==> src/rtl/command_frame_receiver.sv <==
// UART 8N1 command-frame front end: byte deserialiser, 0xCD 0xBA header hunt, command decode, payload stream.
// Optional stop-bit checking with frame_error is enabled by defining CMD_RX_STOP_CHECK_EN.
module command_frame_receiver #(
  parameter int CLK_FREQ  = 10_000_000,
  parameter int BAUD_RATE = 115_200,
  parameter int IDLE_BITS = 20
) (
  input  logic       clk,
  input  logic       rst,
  input  logic       rx,
  output logic       cmd_valid,
  output logic [3:0] cmd_code,
  output logic       cmd_error,
  output logic       frame_error,
  output logic       payload_valid,
  output logic [7:0] payload_data,
  output logic       payload_done,
  output logic       busy
);

  localparam int T        = CLK_FREQ / BAUD_RATE;
  localparam int TW       = $clog2(T + 1);
  localparam int IDLE_LIM = IDLE_BITS * T;
  localparam int IW       = $clog2(IDLE_LIM + 1);

  localparam logic [TW-1:0] HALF_LD  = TW'(T / 2 - 1);
  localparam logic [TW-1:0] BIT_LD   = TW'(T - 1);
  localparam logic [IW-1:0] IDLE_MAX = IW'(IDLE_LIM);

  typedef enum logic [1:0] {RX_IDLE, RX_START, RX_DATA, RX_STOP} rx_state_e;
  typedef enum logic [2:0] {HDR0, HDR1, CMD0, CMD1, PAYLOAD} fr_state_e;

  logic            sync1_q, sync2_q, prev_q;
  rx_state_e       rx_state_q, rx_state_d;
  logic [TW-1:0]   timer_q, timer_d;
  logic [2:0]      bitcnt_q, bitcnt_d;
  logic [7:0]      shreg_q, shreg_d;
  logic            rx_fall, timer_zero, stop_sample, byte_strobe;

  fr_state_e       fr_state_q, fr_state_d;
  logic [3:0]      pend_q, pend_d;
  logic [IW-1:0]   idle_q, idle_d;
  logic            idle_hit, cmd_ok;

  logic            cmd_valid_q, cmd_valid_d;
  logic [3:0]      cmd_code_q, cmd_code_d;
  logic            cmd_error_q, cmd_error_d;
  logic            payload_valid_q, payload_valid_d;
  logic [7:0]      payload_data_q, payload_data_d;
  logic            payload_done_q, payload_done_d;

  assign rx_fall     = prev_q & ~sync2_q;
  assign timer_zero  = (timer_q == '0);
  assign stop_sample = (rx_state_q == RX_STOP) && timer_zero;

  // ---------------- byte receiver ----------------
  always_ff @(posedge clk or negedge rst) begin
    if (!rst) begin
      sync1_q    <= 1'b1;
      sync2_q    <= 1'b1;
      prev_q     <= 1'b1;
      rx_state_q <= RX_IDLE;
      timer_q    <= '0;
      bitcnt_q   <= '0;
      shreg_q    <= '0;
    end else begin
      sync1_q    <= rx;
      sync2_q    <= sync1_q;
      prev_q     <= sync2_q;
      rx_state_q <= rx_state_d;
      timer_q    <= timer_d;
      bitcnt_q   <= bitcnt_d;
      shreg_q    <= shreg_d;
    end
  end

  always_comb begin
    rx_state_d = rx_state_q;
    timer_d    = timer_q;
    bitcnt_d   = bitcnt_q;
    shreg_d    = shreg_q;
    case (rx_state_q)
      RX_IDLE: begin
        if (rx_fall) begin
          timer_d    = HALF_LD;
          rx_state_d = RX_START;
        end
      end
      RX_START: begin
        if (!timer_zero) begin
          timer_d = timer_q - 1'b1;
        end else if (sync2_q) begin
          rx_state_d = RX_IDLE;
        end else begin
          timer_d    = BIT_LD;
          bitcnt_d   = '0;
          rx_state_d = RX_DATA;
        end
      end
      RX_DATA: begin
        if (!timer_zero) begin
          timer_d = timer_q - 1'b1;
        end else begin
          shreg_d  = {sync2_q, shreg_q[7:1]};
          timer_d  = BIT_LD;
          bitcnt_d = bitcnt_q + 1'b1;
          if (bitcnt_q == 3'd7) rx_state_d = RX_STOP;
        end
      end
      RX_STOP: begin
        if (!timer_zero) timer_d = timer_q - 1'b1;
        else             rx_state_d = RX_IDLE;
      end
      default: rx_state_d = RX_IDLE;
    endcase
  end

`ifdef CMD_RX_STOP_CHECK_EN
  logic frame_error_q;

  assign byte_strobe = stop_sample & sync2_q;
  assign frame_error = frame_error_q;

  always_ff @(posedge clk or negedge rst) begin
    if (!rst) frame_error_q <= 1'b0;
    else      frame_error_q <= stop_sample & ~sync2_q;
  end
`else
  assign byte_strobe = stop_sample;
  assign frame_error = 1'b0;
`endif

  // ---------------- idle timeout ----------------
  assign idle_hit = (fr_state_q != HDR0) && (idle_q == IDLE_MAX);

  always_comb begin
    idle_d = idle_q;
    if (byte_strobe || rx_fall)  idle_d = '0;
    else if (fr_state_q != HDR0) idle_d = idle_hit ? '0 : idle_q + 1'b1;
  end

  // ---------------- frame FSM ----------------
  assign cmd_ok = (shreg_q[3:0] == 4'h0) && (shreg_q[7:4] >= 4'd1) && (shreg_q[7:4] <= 4'd6);

  always_ff @(posedge clk or negedge rst) begin
    if (!rst) begin
      fr_state_q      <= HDR0;
      pend_q          <= '0;
      idle_q          <= '0;
      cmd_valid_q     <= 1'b0;
      cmd_code_q      <= '0;
      cmd_error_q     <= 1'b0;
      payload_valid_q <= 1'b0;
      payload_data_q  <= '0;
      payload_done_q  <= 1'b0;
    end else begin
      fr_state_q      <= fr_state_d;
      pend_q          <= pend_d;
      idle_q          <= idle_d;
      cmd_valid_q     <= cmd_valid_d;
      cmd_code_q      <= cmd_code_d;
      cmd_error_q     <= cmd_error_d;
      payload_valid_q <= payload_valid_d;
      payload_data_q  <= payload_data_d;
      payload_done_q  <= payload_done_d;
    end
  end

  // A byte arriving in the same cycle as the idle limit takes priority.
  always_comb begin
    fr_state_d = fr_state_q;
    pend_d     = pend_q;
    if (byte_strobe) begin
      case (fr_state_q)
        HDR0:    if (shreg_q == 8'hCD) fr_state_d = HDR1;
        HDR1: begin
          if (shreg_q == 8'hBA)      fr_state_d = CMD0;
          else if (shreg_q != 8'hCD) fr_state_d = HDR0;
        end
        CMD0: begin
          if (cmd_ok) begin
            pend_d     = shreg_q[7:4];
            fr_state_d = CMD1;
          end else begin
            fr_state_d = HDR0;
          end
        end
        CMD1:    fr_state_d = (shreg_q == 8'hA0) ? PAYLOAD : HDR0;
        PAYLOAD: fr_state_d = PAYLOAD;
        default: fr_state_d = HDR0;
      endcase
    end else if (idle_hit) begin
      fr_state_d = HDR0;
    end
  end

  always_comb begin
    cmd_valid_d     = byte_strobe && (fr_state_q == CMD1) && (shreg_q == 8'hA0);
    cmd_error_d     = byte_strobe && (((fr_state_q == CMD0) && !cmd_ok) ||
                                      ((fr_state_q == CMD1) && (shreg_q != 8'hA0)));
    payload_valid_d = byte_strobe && (fr_state_q == PAYLOAD);
    payload_data_d  = payload_valid_d ? shreg_q : payload_data_q;
    cmd_code_d      = cmd_valid_d ? pend_q : cmd_code_q;
    payload_done_d  = !byte_strobe && idle_hit && (fr_state_q == PAYLOAD);
  end

  assign cmd_valid     = cmd_valid_q;
  assign cmd_code      = cmd_code_q;
  assign cmd_error     = cmd_error_q;
  assign payload_valid = payload_valid_q;
  assign payload_data  = payload_data_q;
  assign payload_done  = payload_done_q;
  assign busy          = (fr_state_q != HDR0);

endmodule

==> config.mk <==
export PLATFORM = sky130hd
export DESIGN_NAME = command_frame_receiver
export DESIGN_NICKNAME = d
export VERILOG_FILES = /design/src/rtl/command_frame_receiver.sv
export SDC_FILE = /design/constraint.sdc
export NUM_CORES = 1
export LEC_CHECK = 0
export BUFFER_PORTS_ARGS = -buffer_cell sky130_fd_sc_hd__buf_4
export CAP_MARGIN = 0
export CORE_MARGIN = 2
export CORE_UTILIZATION = 56
export CTS_BUF_LIST = sky130_fd_sc_hd__clkbuf_8
export DETAILED_ROUTE_END_ITERATION = 16
export GPL_TIMING_DRIVEN = 0
export PLACE_DENSITY = 0.8
export SLEW_MARGIN = 25
export SYNTH_ARGS = -nofsm -noshare
export SYNTH_HDL_FRONTEND = slang
export SYNTH_SLANG_ARGS = --single-unit
==> constraint.sdc <==
create_clock -name clk -period 2.2 [get_ports clk]
set_clock_uncertainty 0.15 [all_clocks]
set_input_delay 0.22 -clock clk [delete_from_list [all_inputs] [get_ports clk]]
set_output_delay 0.22 -clock clk [all_outputs]
set_load 0.005 [all_outputs]
=== Word level (Yosys, flattened, before mapping) ===
Index checks and enable logic that the tools add are counted.

* Flip-flop bits (word level): 57
* Bits of input ports: 3
* Output and inout bits: 18
* Logic and storage cells: 105

* $add $sub $neg: 3
* Magnitude comparators: 2
* Equality and inequality tests: 24
* Mux-type cells: 28
* Bitwise operators: 2
* Reduce and logical (&&, ||, !) cells: 30

{| class="wikitable"
|+ Operators with widths
! kind !! count
|-
| 7-bit 2-to-1 mux || 5
|-
| 11-bit 2-to-1 mux || 3
|-
| 7-bit case mux with 4 select lines || 1
|-
| 3-bit 2-to-1 mux || 9
|-
| 8-bit equality test, second input constant || 3
|-
| 8-bit != test, second input constant || 2
|-
| 3-bit case mux with 5 select lines || 1
|-
| 2-bit 2-to-1 mux || 7
|-
| 2-bit != test, second input constant || 7
|-
| 1-bit logical AND || 12
|-
| 11-bit by 1-bit adder with 11-bit output, second input constant || 1
|-
| 11-bit equality test, second input constant || 1
|-
| 3-bit AND reduction || 3
|-
| 2-bit case mux with 4 select lines || 1
|-
| 7-bit zero test || 1
|-
| 7-bit by 1-bit subtractor with 7-bit output, second input constant || 1
|-
| 3-bit by 2-bit equality test with 1-bit output, second input constant || 2
|-
| 3-bit equality test, second input constant || 2
|-
| 3-bit != test, second input constant || 2
|-
| 3-bit case mux with 2 select lines || 1
|-
| 2-bit nonzero test || 3
|-
| 5-bit AND reduction || 1
|-
| 2-bit equality test, second input constant || 2
|-
| 4-bit by 1-bit greater-or-equal comparator with 1-bit output, second input constant || 1
|-
| other kinds (15) || 17
|}

=== Longest topological paths before layout ===
* Depth in word-level cells: 7
* Depth in mapped cells: 8
* Gate-level depth less buffers: 7

=== Least setup slack after synthesis ===
No wires, ideal clock.

* Path type: register to register
* Start point: register timer_q[2]
* End point: register pend_q[0]
* Setup time: 0.125 ns
* Arrival time: 1.931 ns
* Data required time: 1.925 ns
* Slack: -0.006 ns
* Cell stages (with the launch flop): 7
* Buffers on the path: 1
* Period minus slack after synthesis: 2.206 ns
* Cell sequence: dfrtp_1 > nor4_4 > nand3_1 > nor2_1 > and3_1 > clkbuf_1 > mux2_2

* Word-level cells in the longest chain between the ends: 3

{| class="wikitable"
|+ RTL lines
! what !! RTL line !! RTL
|-
| from (decl) || 35 || <nowiki>logic [TW-1:0] timer_q, timer_d;</nowiki>
|-
| from (signal assigned) || 71 || <nowiki>timer_q <= timer_d;</nowiki>
|-
| 7-bit zero test || 53 || <nowiki>assign timer_zero = (timer_q == '0);</nowiki>
|-
| 1-bit logical AND || 54 || <nowiki>assign stop_sample = (rx_state_q == RX_STOP) && timer_zero;</nowiki>
|-
| 3-bit AND reduction (no line) || n/a ||
|-
| to (signal assigned) || 158 || <nowiki>pend_q <= pend_d;</nowiki>
|-
| to (decl) || 41 || <nowiki>logic [3:0] pend_q, pend_d;</nowiki>
|}

Every way passes these cells.
A chain may end at the register's enable or synchronous reset.

=== Worst setup path in the final report ===
* Start point: register timer_q[3]
* End point: register idle_q[5]

* Word-level cells in the longest chain between the ends: 4
* Elaborated cells on any way between the ends: 5
* Those cells by class: 1 x mux; 4 x reduce/logical

{| class="wikitable"
|+ RTL lines
! what !! RTL line !! RTL
|-
| 7-bit zero test * || 53 ||
|-
| 1-bit logical AND * || 54 ||
|-
| 1-bit logical OR * || 138 || <nowiki>if (byte_strobe || rx_fall) idle_d = '0;</nowiki>
|-
| 11-bit 2-to-1 mux / 2-bit nonzero test (equally long branches) || n/a ||
|-
| to (signal assigned) || 159 || <nowiki>idle_q <= idle_d;</nowiki>
|-
| to (decl) || 42 || <nowiki>logic [IW-1:0] idle_q, idle_d;</nowiki>
|}

Mark *: on every way between the ends. The rest lies on a longest branch, timed or not.

==> flow_summary.yaml <==
die:
  die_x_um: 74.05
  die_h_um: 74.05
  dieArea_mm2: 0.005483
  ios: 21
  core_region_area_mm2: 0.004723
  start_util_pct: 58.17
  rows: 25
detailed_routing:
  drt-initial-drc-count: 110
  drtAntennaViolNets: 0
  drt-vias-per-instance: 5.692
  wire_per_inst_um: 14.78
  route.detailed.drc: 0
  via_count: 2049
  drtPass1Iterations: 6
  routed_wl_um: 5321
global_routing:
  first_global_vias: 1973
  grt.total_usage_pct: 21.40
  antenna_found_initial: 0
  grt_pass1_wl_um: 8949
  grt-ovfl-total: 0
  grt_max_degree: 58
cells_and_area:
  diodes: 0
  drive_above_1_share_pct: 28.33
  nNetsFinal: 301
  fill_cells: 357
  area_delta_synth_final_pct: 18.58
clocking:
  cts_max_level: 3
  cts_max_path_buffers: 2
  cts_buffers: 9
  clkTransAtPathRegs_ns: 0.06
  clock_latency_ns: 0.33
  root_buffer: "clkbuf_8"
  clkSinkCount: 57
  cts_tree: "built"
power:
  peakVddDrop_mv: 0.6878
  power_density_mw_per_mm2: 892.7
  finalPower_mw: 2.909
  power_leakage_nw: 1.590
timing:
  rsz0062_at_grt: "true"
  min_period_over_period_pct: 98.22
  maxSlewHeadroom_pct: 54.21
  slew_viol_final: 0
  fin_crit_ns: 2.161
  setup_viol: 0
  holdWs_ns: 0.2121
  fmax_ghz: 0.4628
  finalHoldViolCount: 0
  max_slew.worst_pin.slew_ns: 0.6868
flow_run:
  cap_violations: 0
worst_setup_path:
  crit_type: "reg2reg"
  r2r-start: "timer_q[3]"
  cp-end-kind: "flip-flop"
  cp.arrival_ns: 2.26
  startpoint_type: "flip-flop"
  regToRegSetupSlack_ns: 0.04
  required_ns: 2.30
  reg2reg_depth: 5
  r2r-end: "idle_q[5]"
  worstPathMaxFanout: 5
logic_synthesis:
  yosys.area.top_type_share_pct: 49.18
  syn_inst: 251
  syn-cell-area_mm2: 0.002748
  synth_ff_type: "dfrtp_1"
  yosysWarnings: 0
  synth.distinct_cells: 48
  synth-seq-cells: 57
  synth_edf_count: 0
  synth_top_area_cell: "dfrtp_1"
  synth_most_common_cell: "dfrtp_1"
  synth_common_cells: "dfrtp_1, mux2_2, nand2_1"
  syn-num-nets: 264
  syn_area_per_cell_um2: 10.95
  synthArstFlopShare_pct: 100.0
  ys_top_cells_by_area: "dfrtp_1, mux2_2, ha_1"
  synth-seq-area-share_pct: 52.05
min_path:
  min_to: "sync2_q"
  hp-class: "reg2reg"
  holdCritStartpoint: "sync1_q"
  holdPathStages: 0
placement:
  port_buffers: 19
  place_congestion: 0.8381
  dp_hpwl_um: 3486
outcome:
  outcome: "finished clean"
## layer usage
layer / up-vias / part of all wire, % / GRT usage (%)
met1: 1000 / 44 / 27.39
met4: 0 / 1.7 / 7.273
li1: 986 / - / -
met5: - / 0 / 0
met3: 10 / 4.8 / 7.046
met2: 53 / 49 / 34.42
## worst max path at each step
stage               startpoint   endpoint  slack [ns]  cells past startpoint
CTS                 timer_q[5]  pend_q[2]     -0.0001                      5
finish              timer_q[3]  idle_q[5]        0.04                      5
global placement    timer_q[2]  pend_q[1]       -0.29                      6
detailed placement  timer_q[2]  pend_q[2]       -0.37                      6
floorplan           timer_q[2]  idle_q[5]        0.03                      5
global route         idle_q[0]  idle_q[4]       -0.06                      7
## area by class of cell
class                           count  area (µm²)  share of cell area (%)
Buffer                              1       7.507                  0.2304
Clock buffer                       10       137.6                   4.224
Clock inverter                      6       23.77                  0.7296
Inverter                           12       45.04                   1.382
Multi-Input combinational cell    178        1305                   40.05
Sequential cell                    57        1433                   43.97
Tap cell                           67       83.83                   2.573
Timing Repair Buffer               29       222.7                   6.836
## power by group
part / switching [mW] / internal (mW)
clock network: 0.377 / 0.416
logic: 0.481 / 0.391
registers: 0.0979 / 1.15
total: 0.956 / 1.95
## sequential cells by signal (all words and copies together) (netlist names), 3 cells and up, named ones only
| name | cells |
|---|---|
| timer_q | 7 |
| fr_state_q | 3 |
| payload_data | 8 |
| cmd_code | 4 |
| idle_q | 11 |
| pend_q | 4 |
| shreg_q | 8 |
| bitcnt_q | 3 |
## critical path, stage by stage, from the launching register on
cell     delay, ns
dfrtp_2       0.43
or4_4         0.55
o31ai_4       0.22
nor2_2        0.10
or4_1         0.48
a21oi_1       0.16
## metrics by stage
| stage | TNS [ns] | utilization [%] | instance area, µm² | setup slack (ns) | instances |
|---|---|---|---|---|---|
| after detailed placement | -3.284 | 63.02 | 2977 | -0.3725 | 337 |
| after CTS | -0.0001070 | 67.34 | 3181 | -0.0001070 | 355 |
| after global placement | -1.635 | 63.02 | 2977 | -0.2894 | 337 |
| after global routing | -0.07253 | 68.98 | 3258 | -0.06478 | 360 |
| final | 0 | 68.98 | 3258 | 0.03913 | 360 |
| after floorplan | 0 | - | 2750 | 0.02546 | 251 |
## repair_timing
item                                    in CTS  in global routing
resized for setup                            7                  8
hold endpoints to repair                    55                  0
hold buffers                                 2                  0
pin swaps                                    3                  1
endpoints found under the setup margin      36                 30
setup buffers                                2                  6
## cell usage in the layout (no fill, tap or decap), types with 2 or more instances in the layout
master         netlist  layout
mux2i_1              2       2
a22o_1               2       2
mux2_2              24      24
dfstp_2              3       3
clkbuf_8             0      10
dfrtp_1             54      52
nor2b_1              2       2
buf_4                1      28
o21ai_0             14      13
nor2_4               0       2
or2_2                2       2
o211ai_1             2       2
or3_1                3       3
nand2b_1             4       4
nand3_1              9       8
inv_1               12      17
nand4b_1             3       3
a211o_1              4       4
dlygate4sd3_1        0       2
a21o_1               2       2
nor4_1               3       3
nand2_1             20      19
and3_1               4       3
a21oi_1             11      10
dfrtp_2              0       2
xor2_1               4       4
ha_1                10       8
nor3_1               6       6
a31oi_1              7       7
nor2_1              18      17
## cells by family after synthesis
logic type | share of synthesized area, %
and+or+nand+nor | 16.39
muxes | 10.56
other | 0.1365
xor gates and xnor gates | 1.275
adders and majority gates | 4.554
AOI/OAI and AO/OA | 12.71
DFF | 52.05
buffers and inverters | 2.322
No activity file was read; power rests on OpenSTA's default activity.
